## src/rtl/alu_packet_engine_if.sv

```systemverilog
// alu_packet_engine_if: rx/tx byte-stream handshakes plus status between the UART side and the engine
interface alu_packet_engine_if;
  logic [7:0] rx_data;
  logic       rx_valid;
  logic       rx_ready;
  logic [7:0] tx_data;
  logic       tx_valid;
  logic       tx_ready;
  logic       busy;
  logic       err;
  modport master (output rx_data, rx_valid, tx_ready, input rx_ready, tx_data, tx_valid, busy, err);
  modport slave (input rx_data, rx_valid, tx_ready, output rx_ready, tx_data, tx_valid, busy, err);
endinterface

```

## src/rtl/alu_packet_engine.sv

```systemverilog
// alu_packet_engine: parses opcode/length/operand packets, folds operands left-to-right, streams the result LSB-first
module alu_packet_engine #(
  parameter int DATA_W = 32,
  parameter int LEN_W = 16
) (
  input logic clk_i,
  input logic rst_ni,
  alu_packet_engine_if.slave bus
);
  localparam int NB = DATA_W / 8;
  localparam int BW = NB > 1 ? $clog2(NB) : 1;
  localparam int CW = $clog2(DATA_W);
  typedef enum logic [2:0] {OPC, RSV, LEN_LO, LEN_HI, DATA, DIV, TX} state_t;
  state_t state, state_nxt;
  logic [7:0] opc;
  logic [LEN_W-1:0] len, op_cnt;
  logic [BW-1:0] byte_cnt, tx_idx;
  logic [CW-1:0] div_cnt;
  logic [DATA_W-1:0] acc, opnd, opnd_nxt, dvs, rem, fold;
  logic [DATA_W:0] shifted, trial;
  logic rx_ready, tx_valid, busy, err;
  logic rx_ready_d, tx_valid_d, busy_d;
  logic rx_hs, tx_hs, last_byte, last_tx, first_op, last_op, known, is_div, rx_known;
  assign rx_hs = bus.rx_valid && rx_ready;
  assign tx_hs = tx_valid && bus.tx_ready;
  assign last_byte = byte_cnt == BW'(NB - 1);
  assign last_tx = tx_idx == BW'(NB - 1);
  assign first_op = op_cnt == '0;
  assign last_op = (LEN_W + 1)'(op_cnt) + 1'b1 == (LEN_W + 1)'(len);
  assign known = opc inside {[8'h10:8'h14]};
  assign rx_known = bus.rx_data inside {[8'h10:8'h14]};
  assign is_div = opc == 8'h12;
  assign opnd_nxt = (opnd >> 8) | (DATA_W'(bus.rx_data) << (DATA_W - 8));
  // acc doubles as the quotient register, so the dividend is shifted out as quotient bits shift in
  assign shifted = {rem, acc[DATA_W-1]};
  assign trial = shifted - {1'b0, dvs};
  always_comb begin
    fold = !known ? acc :
           first_op ? opnd_nxt :
           opc == 8'h10 ? acc + opnd_nxt :
           opc == 8'h11 ? acc * opnd_nxt :
           opc == 8'h13 ? acc - opnd_nxt :
           opc == 8'h14 ? (acc > opnd_nxt ? acc : opnd_nxt) : acc;
  end
  always_ff @(posedge clk_i or negedge rst_ni) begin
    if (!rst_ni) state <= OPC;
    else state <= state_nxt;
  end
  always_comb begin
    state_nxt = state;
    case (state)
      OPC:     if (rx_hs) state_nxt = RSV;
      RSV:     if (rx_hs) state_nxt = LEN_LO;
      LEN_LO:  if (rx_hs) state_nxt = LEN_HI;
      LEN_HI:  if (rx_hs) state_nxt = {bus.rx_data, len[7:0]} != '0 ? DATA : TX;
      DATA:    if (rx_hs && last_byte) state_nxt = is_div && !first_op ? DIV : last_op ? TX : DATA;
      DIV:     if (div_cnt == CW'(DATA_W - 1)) state_nxt = op_cnt == len ? TX : DATA;
      TX:      if (tx_hs && last_tx) state_nxt = OPC;
      default: state_nxt = OPC;
    endcase
  end
  always_comb begin
    rx_ready_d = state_nxt inside {OPC, RSV, LEN_LO, LEN_HI, DATA};
    tx_valid_d = state_nxt == TX;
    busy_d = state_nxt != OPC;
  end
  always_ff @(posedge clk_i or negedge rst_ni) begin
    if (!rst_ni) begin
      rx_ready <= 1'b0;
      tx_valid <= 1'b0;
      busy <= 1'b0;
      err <= 1'b0;
      opc <= '0;
      len <= '0;
      op_cnt <= '0;
      byte_cnt <= '0;
      tx_idx <= '0;
      div_cnt <= '0;
      acc <= '0;
      opnd <= '0;
      dvs <= '0;
      rem <= '0;
    end else begin
      rx_ready <= rx_ready_d;
      tx_valid <= tx_valid_d;
      busy <= busy_d;
      if (state == OPC && rx_hs) begin
        opc <= bus.rx_data;
        acc <= rx_known ? '0 : '1;
        err <= !rx_known;
        op_cnt <= '0;
        byte_cnt <= '0;
        tx_idx <= '0;
      end
      if (state == LEN_LO && rx_hs) len[7:0] <= bus.rx_data;
      if (state == LEN_HI && rx_hs) len[15:8] <= bus.rx_data;
      if (state == DATA && rx_hs) begin
        opnd <= opnd_nxt;
        byte_cnt <= last_byte ? '0 : byte_cnt + 1'b1;
        if (last_byte) begin
          op_cnt <= op_cnt + 1'b1;
          if (is_div && !first_op) begin
            dvs <= opnd_nxt;
            rem <= '0;
            div_cnt <= '0;
            err <= err | (opnd_nxt == '0);
          end else acc <= fold;
        end
      end
      // restoring step; a zero divisor always subtracts, leaving an all-ones quotient
      if (state == DIV) begin
        div_cnt <= div_cnt + 1'b1;
        rem <= trial[DATA_W] ? shifted[DATA_W-1:0] : trial[DATA_W-1:0];
        acc <= {acc[DATA_W-2:0], !trial[DATA_W]};
      end
      if (state == TX && tx_hs) tx_idx <= last_tx ? '0 : tx_idx + 1'b1;
    end
  end
  assign bus.rx_ready = rx_ready;
  assign bus.tx_valid = tx_valid;
  assign bus.tx_data = 8'(acc >> {tx_idx, 3'b000});
  assign bus.busy = busy;
  assign bus.err = err;
endmodule

```

## src/flat_wrapper.sv

```systemverilog
// flat-port wrapper written by rule: the top's interface ports become plain ports
module alu_packet_engine_flat 
#(
  parameter int DATA_W = 32,
  parameter int LEN_W = 16
)
  (clk_i, rst_ni, bus_rx_data, bus_rx_valid, bus_tx_ready, bus_rx_ready, bus_tx_data, bus_tx_valid, bus_busy, bus_err);
  alu_packet_engine_if bus_i ();
  input logic clk_i;
  input logic rst_ni;
  input wire logic [$bits(bus_i.rx_data)-1:0] bus_rx_data;
  input wire logic [$bits(bus_i.rx_valid)-1:0] bus_rx_valid;
  input wire logic [$bits(bus_i.tx_ready)-1:0] bus_tx_ready;
  output wire logic [$bits(bus_i.rx_ready)-1:0] bus_rx_ready;
  output wire logic [$bits(bus_i.tx_data)-1:0] bus_tx_data;
  output wire logic [$bits(bus_i.tx_valid)-1:0] bus_tx_valid;
  output wire logic [$bits(bus_i.busy)-1:0] bus_busy;
  output wire logic [$bits(bus_i.err)-1:0] bus_err;
  assign bus_i.rx_data = bus_rx_data;
  assign bus_i.rx_valid = bus_rx_valid;
  assign bus_i.tx_ready = bus_tx_ready;
  assign bus_rx_ready = bus_i.rx_ready;
  assign bus_tx_data = bus_i.tx_data;
  assign bus_tx_valid = bus_i.tx_valid;
  assign bus_busy = bus_i.busy;
  assign bus_err = bus_i.err;
  alu_packet_engine #(.DATA_W(DATA_W), .LEN_W(LEN_W)) u_core (.clk_i(clk_i), .rst_ni(rst_ni), .bus(bus_i));
endmodule
```

## config.mk

```make
export PLATFORM = sky130hd
export DESIGN_NAME = alu_packet_engine_flat
export DESIGN_NICKNAME = d
export VERILOG_FILES = /design/src/rtl/alu_packet_engine_if.sv /design/src/rtl/alu_packet_engine.sv /design/src/flat_wrapper.sv
export SDC_FILE = /design/constraint.sdc
export NUM_CORES = 2
export LEC_CHECK = 0
export ABC_AREA = 1
export CORE_ASPECT_RATIO = 1.2
export CORE_MARGIN = 1.5
export CORE_UTILIZATION = 55
export CTS_BUF_LIST = sky130_fd_sc_hd__clkbuf_2 sky130_fd_sc_hd__clkbuf_4 sky130_fd_sc_hd__clkbuf_8
export DETAILED_ROUTE_END_ITERATION = 7
export PLACE_DENSITY = 0.71
export RECOVER_POWER = 100
export SYNTH_ARGS = -nofsm -noshare
export SYNTH_HDL_FRONTEND = slang
export SYNTH_SLANG_ARGS = --single-unit
```

## constraint.sdc

```tcl
create_clock -name clk_i -period 8.1 [get_ports clk_i]
set_input_delay 1.215 -clock clk_i [delete_from_list [all_inputs] [get_ports clk_i]]
set_output_delay 1.215 -clock clk_i [all_outputs]
set_load 0.01 [all_outputs]
```

==> results.json <==
{
  "synth_top_flop_cell": "dfrtp_1",
  "crit_family": "buffers and inverters",
  "synth_cell_types": 63,
  "cts.clk_slew.worst_paths_ns": 0.14,
  "cts.sinks": 176,
  "cp_slowest_cell": "clkbuf_1",
  "fmax_mhz": 127.8,
  "route.detailed.drc": 0,
  "first_global_vias": 30322,
  "start_util_pct": 55.78,
  "fin_area_um2": 33570,
  "period_needed_ns": 7.828,
  "placed_area_um2": 33190,
  "synth_top_area_share_pct": 25.74,
  "synth_top_family_by_area": "adder cells",
  "status": "finished, violations left",
  "final_util_pct": 58.59,
  "critPathMostFrequentCell": "nand2_1",
  "hold_viol_final": 0,
  "avgRoutedWirePerCell_um": 21.20,
  "slew_headroom_pct": -236.0,
  "dp_hpwl_mm": 88.37,
  "max_stage_delay_ns": 1.57,
  "setup_viol": 0,
  "synthXorXnorAreaFrac_pct": 2.411,
  "postCtsSetupRepairBufs": 0,
  "numCtsBuffers": 17,
  "tightest_slew_ns": 5.040,
  "viasPerCell": 5.751,
  "dp_slack_ns": 0.3020,
  "syn_inst": 4558,
  "drive_gt1_share_pct": 4.297,
  "cts_htree_levels": 4,
  "violations": "capacitance limit, slew limit",
  "synthTopCellsByArea": "fa_1 26%, dfrtp_1 14%, nand2_1 14%",
  "num_rows": 96,
  "die_width_um": 223.1,
  "grtUsageTotal_pct": 38.62,
  "die_h_um": 267.1,
  "routed_wl_mm": 111.4,
  "crit_buf_inv": 7,
  "core_um2": 57300,
  "setup_tns_ns": 0,
  "io_pins": 24,
  "synth-compound-area-share_pct": 13.84,
  "synth_edf_count": 0,
  "port_buffers": 23,
  "grt_start_max_net_pins": 84,
  "cts_hold_buf": 0,
  "vias": 30210,
  "startpoint_type": "input pin",
  "crit_chain": "dlygate4sd3_1, nand2_1, inv_1, nand2_1, inv_1, nand2_1, clkbuf_1, nor2_1, nand2_1, clkbuf_1, inv_1, nor2_2, buf_4, o21ai_0, o211ai_1, o21ai_0, nand2_1, o21ai_0",
  "grt_pass1_wl_mm": 174.0,
  "maxCapViolCount": 8,
  "finalCritPeriodShare_pct": 96.64,
  "ctsRootBufferMaster": "clkbuf_8",
  "yosysWarningCount": 0,
  "crit_required_ns": 8.49,
  "ant_nets": 0,
  "finClkSkew_ns": 0.03511,
  "synth_area_per_cell_um2": 7.012,
  "path_class": "in -> reg",
  "dieArea_um2": 59570,
  "synth_top_area_cell": "fa_1",
  "slew_viol_final": 353,
  "antenna_found_initial": 3,
  "crit_fanout": 51,
  "synth-seq-cells": 176,
  "grt_overflow": 0,
  "num-nets-final": 5149,
  "area_growth_pct": 5.023,
  "hold_path.class": "reg -> reg",
  "synth_fp_nets": 5205,
  "finalWorstSetupSlack_ns": 0.2723,
  "seq_area_frac_synth_pct": 13.78,
  "cts_tree": "yes",
  "clk_path_buf_depth": 2,
  "async_flop_share_pct": 100.0,
  "end_kind": "flop",
  "synthSimpleGateAreaFrac_pct": 20.52,
  "gp_congestion": 1.018,
  "synth_mux_area_share_pct": 0.03132,
  "worstSkewPairLatency_ns": 0.55,
  "rsz0062_at_grt": "no",
  "drt_pre_antenna_iters": 8,
  "yosys-top-cells-count": "1,167 x nand2_1, 1,004 x inv_1, 411 x fa_1, 327 x o21ai_0, 284 x a21oi_1",
  "yosysMostFrequentCell": "nand2_1",
  "cts_resized": 0,
  "syn_area_um2": 31960,
  "initialDrtViolationCount": 2795,
  "synth_fa_ha_area_share_pct": 34.51,
  "cp.arrival_ns": 8.21
}
[layout make-up]
type	count	area (µm²)
diodes	3	7.507
clock buffers	17	234.0
clock inverters	15	185.2
fillers	5534	23730
inverters	1015	3810
multi-input cells	3142	22820
flip-flops and latches	176	4404
well taps	735	919.6
repair buffers	150	1191
[metal layers]
metal	vias to the layer above	global-route usage (%)	wire length (µm)
met5	-	0	11
met4	2	26.73	9173
met3	457	6.352	8944
met2	1420	64.16	51710
met1	14473	46.00	41550
li1	13858	-	-
[cells in the final DEF, fill, tap and decap left out, drive strengths merged, types with 12 or more instances in the layout]
cell,count
a21oi,286
xor2,50
nand3,141
xnor2,38
o211ai,47
o21bai,17
o21ai,342
a31oi,12
nor2,208
ha,224
dfrtp,176
nor4,18
nand2,1172
a21o,13
buf,117
nor3,30
o22ai,23
fa,411
nand4,26
clkbuf,28
clkdlybuf4s50,13
inv,1019
[worst reg2reg max path: cells and delay by family, from the launching register on]
kind	cells	cell delay (ns)
fa+ha+maj	10	4.29
compound gates	8	1.44
buf+inv	4	0.74
flops	1	0.71
simple gates	4	0.51
[path summary, 6_finish.rpt]
| kind | from | end | slack [ns] | depth (start not counted) |
|---|---|---|---|---|
| min reg2reg | u_core.byte_cnt[1] | u_core.byte_cnt[1] | 0.50 | 2 |
| min in group asynchronous | rst_ni | u_core.tx_idx[0] | 2.47 | 1 |
| min | u_core.byte_cnt[1] | u_core.byte_cnt[1] | 0.50 | 2 |
| max in group asynchronous | rst_ni | u_core.dvs[7] | 1.62 | 2 |
| max reg2reg | u_core.acc[7] | u_core.acc[25] | 0.35 | 26 |
| max | bus_rx_valid | u_core.acc[5] | 0.27 | 18 |
[stage by stage]
stage / cells / hold WS (ns)
floorplan: 4558 / 0.4534
detailed placement: 5218 / 0.4744
global placement: 5218 / 0.4697
global route: 5251 / 0.5404
finish: 5253 / 0.5023
CTS: 5250 / 0.5042
[cell families after synthesis]
kind of cell | count (synthesis)
AO/OA/AOI/OAI | 797
AND/OR/NAND/NOR | 1621
multiplexers | 1
buffers and inverters | 1240
adder cells (fa/ha/maj) | 635
flip-flops | 176
XOR/XNOR | 88
[sequential cells by signal (all words and copies together), names as in the netlist, 5 cells and up]
signal	count
u_core.dvs	32
u_core.acc	32
u_core.opc	8
u_core.op_cnt	16
u_core.rem	32
u_core.opnd	24
u_core.len	16
u_core.div_cnt	5
Power is left out: the tool's default activity adds up to more than one toggle a clock period on the data nets, which glitch-free logic cannot reach.
